--- src/rtl/command_interpreter.sv ---
// Host command interpreter: decodes 32-bit UART command words, drives core
// clock/reset/pulse controls and a handshaked memory bus with timeout and
// burst reads, and sends replies back through the UART TX FIFO.
module command_interpreter #(
    parameter int          CLK_FREQ           = 25000000,
    parameter int          PULSE_CONTROL_BITS = 32,
    parameter int          BUS_WIDTH          = 32,
    parameter logic [31:0] ID                 = 32'h0000_0002,
    parameter int          RESET_CLK_CYCLES   = 20,
    parameter logic [31:0] DEFAULT_TIMEOUT    = 32'd360,
    parameter logic [31:0] ERR_CODE           = 32'hDEAD_BEEF
) (
    input  logic                          clk,
    input  logic                          reset,
    input  logic                          uart_rx_empty,
    input  logic                          uart_tx_empty,
    output logic                          uart_read,
    output logic                          uart_write,
    input  logic                          uart_response,
    input  logic [31:0]                   uart_read_data,
    output logic [31:0]                   uart_write_data,
    output logic                          core_clk_enable,
    output logic                          core_reset,
    output logic [PULSE_CONTROL_BITS-1:0] num_of_cycles_to_pulse,
    output logic                          write_pulse,
    input  logic                          memory_response,
    output logic                          memory_read,
    output logic                          memory_write,
    output logic                          memory_mux_selector,
    output logic [7:0]                    memory_page_number,
    output logic [BUS_WIDTH-1:0]          write_data,
    output logic [BUS_WIDTH-1:0]          address,
    input  logic [BUS_WIDTH-1:0]          read_data
);

    typedef enum logic [3:0] {
        IDLE, FETCH, WAIT_RX, DECODE, EXEC, FETCH_DATA,
        MEM_WAIT, RESET_HOLD, SEND, WAIT_TX
    } state_t;

    localparam logic [7:0] OP_PING = "p", OP_PULSE = "C", OP_STOP = "S",
                           OP_GO = "G", OP_RST = "R", OP_UPPER = "U",
                           OP_LOWER = "l", OP_ADD = "A", OP_WR2 = "W",
                           OP_LOAD = "L", OP_WACC = "w", OP_SACC = "s",
                           OP_RACC = "r", OP_BURST = "B", OP_TMO = "T",
                           OP_PAGE = "P";

    localparam logic [BUS_WIDTH-1:0] HI24 = BUS_WIDTH'(32'hFFFF_FF00);
    localparam logic [BUS_WIDTH-1:0] LO8  = BUS_WIDTH'(32'h0000_00FF);
    localparam logic [BUS_WIDTH-1:0] STEP = BUS_WIDTH'(32'd4);

    state_t                          state_q, state_d;
    logic [31:0]                     cmd_q, data_q, timeout_q, wait_cnt_q, hold_cnt_q;
    logic                            data_phase_q, rd_q, burst_q;
    logic [23:0]                     burst_left_q;
    logic [BUS_WIDTH-1:0]            acc_q, address_q, write_data_q;
    logic                            uart_read_q, uart_write_q, write_pulse_q;
    logic                            clk_en_q, core_reset_q, mem_rd_q, mem_wr_q, mux_q;
    logic [31:0]                     tx_data_q;
    logic [PULSE_CONTROL_BITS-1:0]   pulse_q;
    logic [7:0]                      page_q;

    logic [7:0]  opcode;
    logic [23:0] n;
    logic [31:0] rd32;
    logic        tmo_hit;

    assign opcode  = cmd_q[7:0];
    assign n       = cmd_q[31:8];
    assign rd32    = 32'(read_data);
    // The wait counter starts at 0 on the first request cycle, so the request
    // is held for exactly timeout_q cycles before it is dropped.
    assign tmo_hit = (timeout_q != 32'd0) && (wait_cnt_q + 32'd1 == timeout_q);

    assign uart_read              = uart_read_q;
    assign uart_write             = uart_write_q;
    assign uart_write_data        = tx_data_q;
    assign core_clk_enable        = clk_en_q;
    assign core_reset             = core_reset_q;
    assign num_of_cycles_to_pulse = pulse_q;
    assign write_pulse            = write_pulse_q;
    assign memory_read            = mem_rd_q;
    assign memory_write           = mem_wr_q;
    assign memory_mux_selector    = mux_q;
    assign memory_page_number     = page_q;
    assign write_data             = write_data_q;
    assign address                = address_q;

    // Next-state selection.
    always_comb begin
        state_d = state_q;
        case (state_q)
            IDLE:       if (!uart_rx_empty) state_d = FETCH;
            FETCH:      state_d = WAIT_RX;
            WAIT_RX:    if (uart_response) state_d = data_phase_q ? EXEC : DECODE;
            DECODE: begin
                case (opcode)
                    OP_PING:                             state_d = SEND;
                    OP_PULSE, OP_STOP, OP_GO, OP_UPPER,
                    OP_LOWER, OP_ADD, OP_TMO, OP_PAGE:   state_d = IDLE;
                    OP_RST:                              state_d = RESET_HOLD;
                    OP_WR2:                              state_d = FETCH_DATA;
                    OP_LOAD, OP_WACC, OP_SACC, OP_RACC:  state_d = MEM_WAIT;
                    OP_BURST:                            state_d = (n == 24'd0) ? IDLE : MEM_WAIT;
                    default:                             state_d = SEND;
                endcase
            end
            EXEC:       state_d = MEM_WAIT;
            FETCH_DATA: if (!uart_rx_empty) state_d = WAIT_RX;
            MEM_WAIT: begin
                if (memory_response) state_d = rd_q ? SEND : IDLE;
                else if (tmo_hit)    state_d = SEND;
            end
            RESET_HOLD: if (hold_cnt_q == 32'(RESET_CLK_CYCLES - 1)) state_d = IDLE;
            SEND:       if (uart_tx_empty) state_d = WAIT_TX;
            WAIT_TX:    if (uart_response) state_d = (burst_left_q != 24'd0) ? MEM_WAIT : IDLE;
            default:    state_d = IDLE;
        endcase
    end

    // State register.
    always_ff @(posedge clk or posedge reset) begin
        if (reset) state_q <= IDLE;
        else       state_q <= state_d;
    end

    // Datapath and registered outputs; strobes default low so each is one cycle.
    always_ff @(posedge clk or posedge reset) begin
        if (reset) begin
            cmd_q <= '0; data_q <= '0; data_phase_q <= 1'b0;
            timeout_q <= DEFAULT_TIMEOUT; wait_cnt_q <= '0; hold_cnt_q <= '0;
            rd_q <= 1'b0; burst_q <= 1'b0; burst_left_q <= '0;
            acc_q <= '0; address_q <= '0; write_data_q <= '0;
            uart_read_q <= 1'b0; uart_write_q <= 1'b0; write_pulse_q <= 1'b0;
            clk_en_q <= 1'b0; core_reset_q <= 1'b0;
            mem_rd_q <= 1'b0; mem_wr_q <= 1'b0; mux_q <= 1'b1;
            tx_data_q <= '0; pulse_q <= '0; page_q <= '0;
        end else begin
            uart_read_q   <= 1'b0;
            uart_write_q  <= 1'b0;
            write_pulse_q <= 1'b0;
            case (state_q)
                IDLE: begin
                    data_phase_q <= 1'b0;
                    if (!uart_rx_empty) uart_read_q <= 1'b1;
                end
                WAIT_RX: if (uart_response) begin
                    if (data_phase_q) data_q <= uart_read_data;
                    else              cmd_q  <= uart_read_data;
                end
                DECODE: begin
                    case (opcode)
                        OP_PING:  tx_data_q <= ID;
                        OP_PULSE: begin pulse_q <= PULSE_CONTROL_BITS'(n); write_pulse_q <= 1'b1; end
                        OP_STOP:  clk_en_q <= 1'b0;
                        OP_GO:    clk_en_q <= 1'b1;
                        OP_RST:   begin core_reset_q <= 1'b1; hold_cnt_q <= '0; end
                        OP_UPPER: acc_q <= (acc_q & ~HI24) | BUS_WIDTH'({n, 8'h00});
                        OP_LOWER: acc_q <= (acc_q & ~LO8) | BUS_WIDTH'(n[7:0]);
                        OP_ADD:   acc_q <= acc_q + BUS_WIDTH'(n);
                        OP_TMO:   timeout_q <= 32'(n);
                        OP_PAGE:  page_q <= n[7:0];
                        OP_WR2:   ;
                        OP_LOAD, OP_RACC: begin
                            mem_rd_q <= 1'b1; rd_q <= 1'b1; burst_q <= 1'b0;
                            mux_q <= 1'b0; wait_cnt_q <= '0;
                            address_q <= (opcode == OP_LOAD) ? BUS_WIDTH'(n) : acc_q;
                        end
                        OP_WACC, OP_SACC: begin
                            mem_wr_q <= 1'b1; rd_q <= 1'b0; burst_q <= 1'b0;
                            mux_q <= 1'b0; wait_cnt_q <= '0;
                            address_q    <= (opcode == OP_WACC) ? BUS_WIDTH'(n) : acc_q;
                            write_data_q <= (opcode == OP_WACC) ? acc_q : BUS_WIDTH'(n);
                        end
                        OP_BURST: if (n != 24'd0) begin
                            mem_rd_q <= 1'b1; rd_q <= 1'b1; burst_q <= 1'b1;
                            mux_q <= 1'b0; wait_cnt_q <= '0;
                            address_q <= acc_q; burst_left_q <= n - 24'd1;
                        end
                        default:  tx_data_q <= ERR_CODE;
                    endcase
                end
                EXEC: begin
                    mem_wr_q <= 1'b1; rd_q <= 1'b0; burst_q <= 1'b0;
                    mux_q <= 1'b0; wait_cnt_q <= '0;
                    address_q <= BUS_WIDTH'(n); write_data_q <= BUS_WIDTH'(data_q);
                end
                FETCH_DATA: if (!uart_rx_empty) begin
                    uart_read_q <= 1'b1; data_phase_q <= 1'b1;
                end
                MEM_WAIT: begin
                    // A response in the timeout cycle takes priority over the timeout.
                    if (memory_response) begin
                        mem_rd_q <= 1'b0; mem_wr_q <= 1'b0; mux_q <= 1'b1;
                        if (rd_q) tx_data_q <= rd32;
                        if (rd_q && burst_q) acc_q <= acc_q + STEP;
                    end else if (tmo_hit) begin
                        mem_rd_q <= 1'b0; mem_wr_q <= 1'b0; mux_q <= 1'b1;
                        tx_data_q <= ERR_CODE; burst_left_q <= '0;
                    end else begin
                        wait_cnt_q <= wait_cnt_q + 32'd1;
                    end
                end
                RESET_HOLD: begin
                    hold_cnt_q <= hold_cnt_q + 32'd1;
                    if (hold_cnt_q == 32'(RESET_CLK_CYCLES - 1)) core_reset_q <= 1'b0;
                end
                SEND: if (uart_tx_empty) uart_write_q <= 1'b1;
                WAIT_TX: if (uart_response && burst_left_q != 24'd0) begin
                    burst_left_q <= burst_left_q - 24'd1;
                    mem_rd_q <= 1'b1; mux_q <= 1'b0; wait_cnt_q <= '0;
                    address_q <= acc_q;
                end
                default: ;
            endcase
        end
    end

endmodule

--- config.mk ---
export PLATFORM = sky130hd
export DESIGN_NAME = command_interpreter
export DESIGN_NICKNAME = d
export VERILOG_FILES = /design/src/rtl/command_interpreter.sv
export SDC_FILE = /design/constraint.sdc
export NUM_CORES = 1
export LEC_CHECK = 0
export ABC_AREA = 0
export ABC_CLOCK_PERIOD_IN_PS = 17350
export CORE_MARGIN = 3
export CORE_UTILIZATION = 55
export DETAILED_ROUTE_END_ITERATION = 6
export GPL_TIMING_DRIVEN = 0
export HOLD_SLACK_MARGIN = 0.03
export PLACE_DENSITY_LB_ADDON = 0.08
export SLEW_MARGIN = 20
export SYNTH_ARGS = -nofsm -noshare
export SYNTH_HDL_FRONTEND = slang
export SYNTH_SLANG_ARGS = --single-unit
--- constraint.sdc ---
create_clock -name clk -period 17.35 [get_ports clk]
set_input_delay 3.47 -clock clk [delete_from_list [all_inputs] [get_ports clk]]
set_output_delay 3.47 -clock clk [all_outputs]
set_load 0.05 [all_outputs]
# After elaboration in Yosys (flattened, before gate mapping)
# Index checks and enable logic that the tools add are counted.
# totals
regBits,351
in_bits,70
out_inout_bits,144
# classes
addsub,6
eq_ne,51
muxes,76
bitwise,3
n_reduce_logical,44
# op_table
operator,n
2-to-1 mux 32 bit,16
one-hot mux 32 bit (2 select lines),6
one-hot mux 32 bit (3 select lines),3
equality test 8 x 7 -> 1 bit (second input constant),16
one-hot mux 32 bit (4 select lines),1
2-to-1 mux 24 bit,5
one-hot mux 24 bit (3 select lines),1
adder 32 x 1 -> 32 bit (second input constant),2
nonzero test 24 bit,2
subtractor 24 x 1 -> 24 bit (second input constant),2
one-hot mux 4 bit (10 select lines),1
2-to-1 mux 4 bit,9
adder 32 x 24 -> 32 bit,1
adder 32 x 3 -> 32 bit (second input constant),1
equality test 32 x 24 -> 1 bit,1
equality test 32 x 5 -> 1 bit (second input constant),1
bitwise OR 32 x 8 -> 32 bit,1
bitwise OR 8 x 32 -> 32 bit,1
nonzero test 32 bit,1
inequality test 2 bit (second input constant),15
logical NOT 24 bit,1
one-hot mux 4 bit (5 select lines),1
2-to-1 mux 1 bit,18
AND reduction 3 bit,6
other kinds (28),68

# Depth between registers and ports, before layout
# logic_depth
word_depth,6
ltp_mapped,16
ltp_nobuf,11

# Worst setup path before layout
# OpenSTA, ideal clock, no wires.
# synth_path
path_type,input-to-reg
from,input uart_response
to,"register address_q[24], in the netlist address[24]"
setup_time_ns,0.066
arrival_ns,4.896
required_time_ns,17.284
setup_slack_ns,12.387
cell_stages,8
path_buffers,2
path_cell_list,nand2b_1 -> a22oi_1 -> nand3_1 -> nor2_1 -> clkbuf_1 -> buf_1 -> nand3_1 -> nand2_1
# synth_between
elab_chain_len,3
# synth_lines
item,line,rtl
"start, declared",19,"input logic uart_response,"
logical AND 1 bit,209,WAIT_TX: if (uart_response && burst_left_q != 24'd0) begin
inequality test 2 bit (no line),-,
AND reduction 4 bit (no line),-,
"end signal, assigned",178,address_q <= acc_q; burst_left_q <= n - 24'd1;
"end signal, assigned",186,address_q <= BUS_WIDTH'(n); write_data_q <= BUS_WIDTH'(data_q);
"end signal, assigned",212,address_q <= acc_q;
"end, declared",56,"logic [BUS_WIDTH-1:0] acc_q, address_q, write_data_q;"
# Every way passes these cells.
# A chain may end at the register's enable or synchronous reset.

# Worst setup path after layout
# layout_path
from,input uart_response
to,"register address_q[26], in the netlist address[26]"
# Same word-level chain as after synthesis.

==> impl_metrics.toml <==
[synthesis]
ys_types = 90
syn_avg_cell_area_sq_um = 9.325
synth_top_area_cell = "dfrtp_1"
syn_area_sq_um = 20410
synth_flop_cell = "dfrtp_1"
synth_top_area_share_pct = 42.41
async_reset_ff_share_pct = 100.0
synth_cells = 2189
synth_edf_count = 0
synth-seq-cells = 351
synth_warnings = 0
ys_seq_area_share_pct = 43.06
synth_area_leaders = "dfrtp_1 42%, mux2_2 6.8%, mux2i_1 5.3%"
synth_commonest_cells = "346 x dfrtp_1, 201 x nand2_1, 158 x nor2_1"
yosysMostFrequentCell = "dfrtp_1"

[routing]
drc = 0
num_vias = 19240
finalWirelength_mm = 71.10
antenna_left = 0
drt_iter0_drc = 2162
highest_layer = "met4"
drtPass1Iterations = 7
met1_length_mm = 29.27
wl_met2_mm = 30.48
wl_per_cell_microns = 24.19
via_per_inst = 6.547
met3_length_mm = 8.025

[power_and_ir_drop]
powerDensity_nw_per_um2 = 169.3
p_leak_nw = 10.61
ir_drop_mv = 0.1079
totalPowerFinal_w = 0.004159

[min_path]
whs_path_depth = 2
min_path_type = "register to register"
worst_hold_startpoint = "address[24]$_DFFE_PP0P_"
whs_endpoint = "address[24]$_DFFE_PP0P_"

[cts]
cts_buffers = 40
htree_levels = 2
clock-sinks = 351
cts_root_buffer = "clkbuf_16"
clkLatencyLatePin_ns = 0.57
clk_pin_slew_ns = 0.06
cts_tree = "built"
cts_resized = 0
hold_buffers = 0
postCtsSetupBuffers = 0
clockBufferDepth = 3

[setup_path]
reg2reg_from = "state_q[3]$_DFFE_PP0P_"
setup.worst_path.end_class = "register"
startpoint_type = "primary input"
reg2reg_setup_slack_ns = 11.79
r2r-end = "burst_left_q[22]$_DFFE_PP0P_"
crit_type = "primary input to register"
ff2ff_path_depth = 15
cp.arrival_ns = 6.55
required_ns = 17.83
cp_max_fo = 10

[global_routing]
first_global_vias = 18500
antenna_found_initial = 0
grt_use_total_pct = 35.78
grt-ovfl-total = 0
grt_first_pass_wirelength_mm = 109.0
grt_max_degree = 99

[sta]
min_period_ns = 6.070
setup_violations = 0
rsz0062_at_grt = "false"
fin_hold_ws_ns = 0.4651
slew_viol_final = 0
fmax_mhz = 164.7
clock_skew_ns = 0.02763
finalHoldViolations = 0
setup_slack_ns = 11.28
worstMarginPinSlew_ns = 1.159
fin_setup_tns_ns = 0
post-route-period-util_pct = 34.99
max_slew_margin_pct = 22.00

[finish]
drive_gt1_share_pct = 10.29
nets = 2548
syn_to_final_growth_pct = 20.31
fillCellCount = 2902
seqCellArea_sq_um = 8790
stdcell_area_sq_um = 24560
multi_input_area_sq_um = 10720

[floorplan]
io_pins = 214
start_util_pct = 56.57
dieWidth_microns = 198.7
core_area_sq_um = 36090
die_h_microns = 198.7
die_area_sq_um = 39460
fp-row-count = 69

[placed_design]
dp_hpwl_mm = 51.40
pre_cts_slack_ns = 10.79
portBuffers = 205
placed_area_sq_um = 23230
gp_congestion = 0.9988

[run]
maxCapViolations = 0

[outcome]
status = "complete, no violations"
-- report_power, final --
part	switching [W]	total (W)	internal, W
clock	0.000347	0.000866	0.000519
sequential	0.000186	0.00122	0.00104
combinational	0.00136	0.00207	0.000706
-- stage by stage --
step,std cells,util (%)
6_report,2939,68.06
5_1_grt,2938,68.05
4_1_cts,2938,68.05
3_5_place_dp,2868,64.38
3_3_place_gp,2862,63.92
2_1_floorplan,2196,-
-- how the worst max path moves through the flow --
stage | depth (start not counted) | slack (ns) | to | start
after floorplan | 1 | 4.15 | acc_q[0]$_DFFE_PP0P_ | reset
after global placement | 2 | -0.25 | num_of_cycles_to_pulse[17]$_DFFE_PP0P_ | reset
after detailed placement | 9 | 10.79 | address[26]$_DFFE_PP0P_ | uart_response
after CTS | 9 | 11.35 | address[26]$_DFFE_PP0P_ | uart_response
after global routing | 9 | 11.11 | address[25]$_DFFE_PP0P_ | uart_response
final | 9 | 11.28 | address[26]$_DFFE_PP0P_ | uart_response
-- critical path: stages --
cell and delay, ns:
clkdlybuf4s50_1 0.62, nand2b_1 0.13, a22oi_1 0.31, nand3_1 0.50, nor2_1 0.44, clkbuf_1 0.43, buf_1 0.41, nand3_1 0.14
nand2_1 0.09
-- layout make-up --
cell class | count | area share [%]
timing repair buffer | 211 | 8.854
sequential | 351 | 35.79
antenna | 1 | 0.01019
tap | 461 | 2.349
multi-input combinational | 1605 | 43.63
buffer | 180 | 3.021
inverter | 60 | 0.9476
clock inverter | 14 | 0.7438
clock buffer | 56 | 4.651
-- state kept, by name, indices dropped and copies added, names as in the netlist, 4 cells and up --
register / count
timeout_q: 24
burst_left_q: 24
hold_cnt_q: 32
state_q: 4
acc_q: 32
memory_page_number: 8
address: 32
wait_cnt_q: 32
num_of_cycles_to_pulse: 24
write_data: 32
uart_write_data: 32
data_q: 32
cmd_q: 32
-- layout by cell type (no fill, tap or decap), drive strengths merged, types with 9 or more instances in the layout --
cell             n
nor2           158
a221oi          18
buf             50
nor4            36
nor3            55
nand4           36
mux2i          109
and3            29
clkbuf         192
nand3           78
o31ai           20
dfrtp          346
xnor2           39
a21oi          152
o21a            11
xor2            19
o311ai          12
nor4b            9
o21ai          150
a22oi           25
a32oi           13
a21o            15
ha              28
a31oi           23
nand2          202
inv             61
o211ai          23
nor2b           14
mux2           123
and4            10
a211oi          10
or3             12
clkdlybuf4s50  205
a22o            25
a221o           16
or4             12
and2            10
o22ai            9
-- kinds of logic after synthesis --
| logic type | after synthesis | share of synthesized area, % |
|---|---|---|
| XOR/XNOR | 58 | 2.489 |
| buffers and inverters | 240 | 4.738 |
| AND/OR/NAND/NOR | 693 | 16.82 |
| other | 1 | 0.01837 |
| flip-flops | 351 | 43.06 |
| multiplexers | 232 | 12.13 |
| adder cells (fa/ha/maj) | 29 | 1.814 |
| AO/OA/AOI/OAI | 585 | 18.93 |
-- layer usage --
metal,up-vias,track usage [%]
li1,8571,-
met1,9266,50.14
met2,1193,53.42
met3,211,8.283
met4,0,15.85
met5,-,0
No activity file was read; power rests on OpenSTA's default activity.
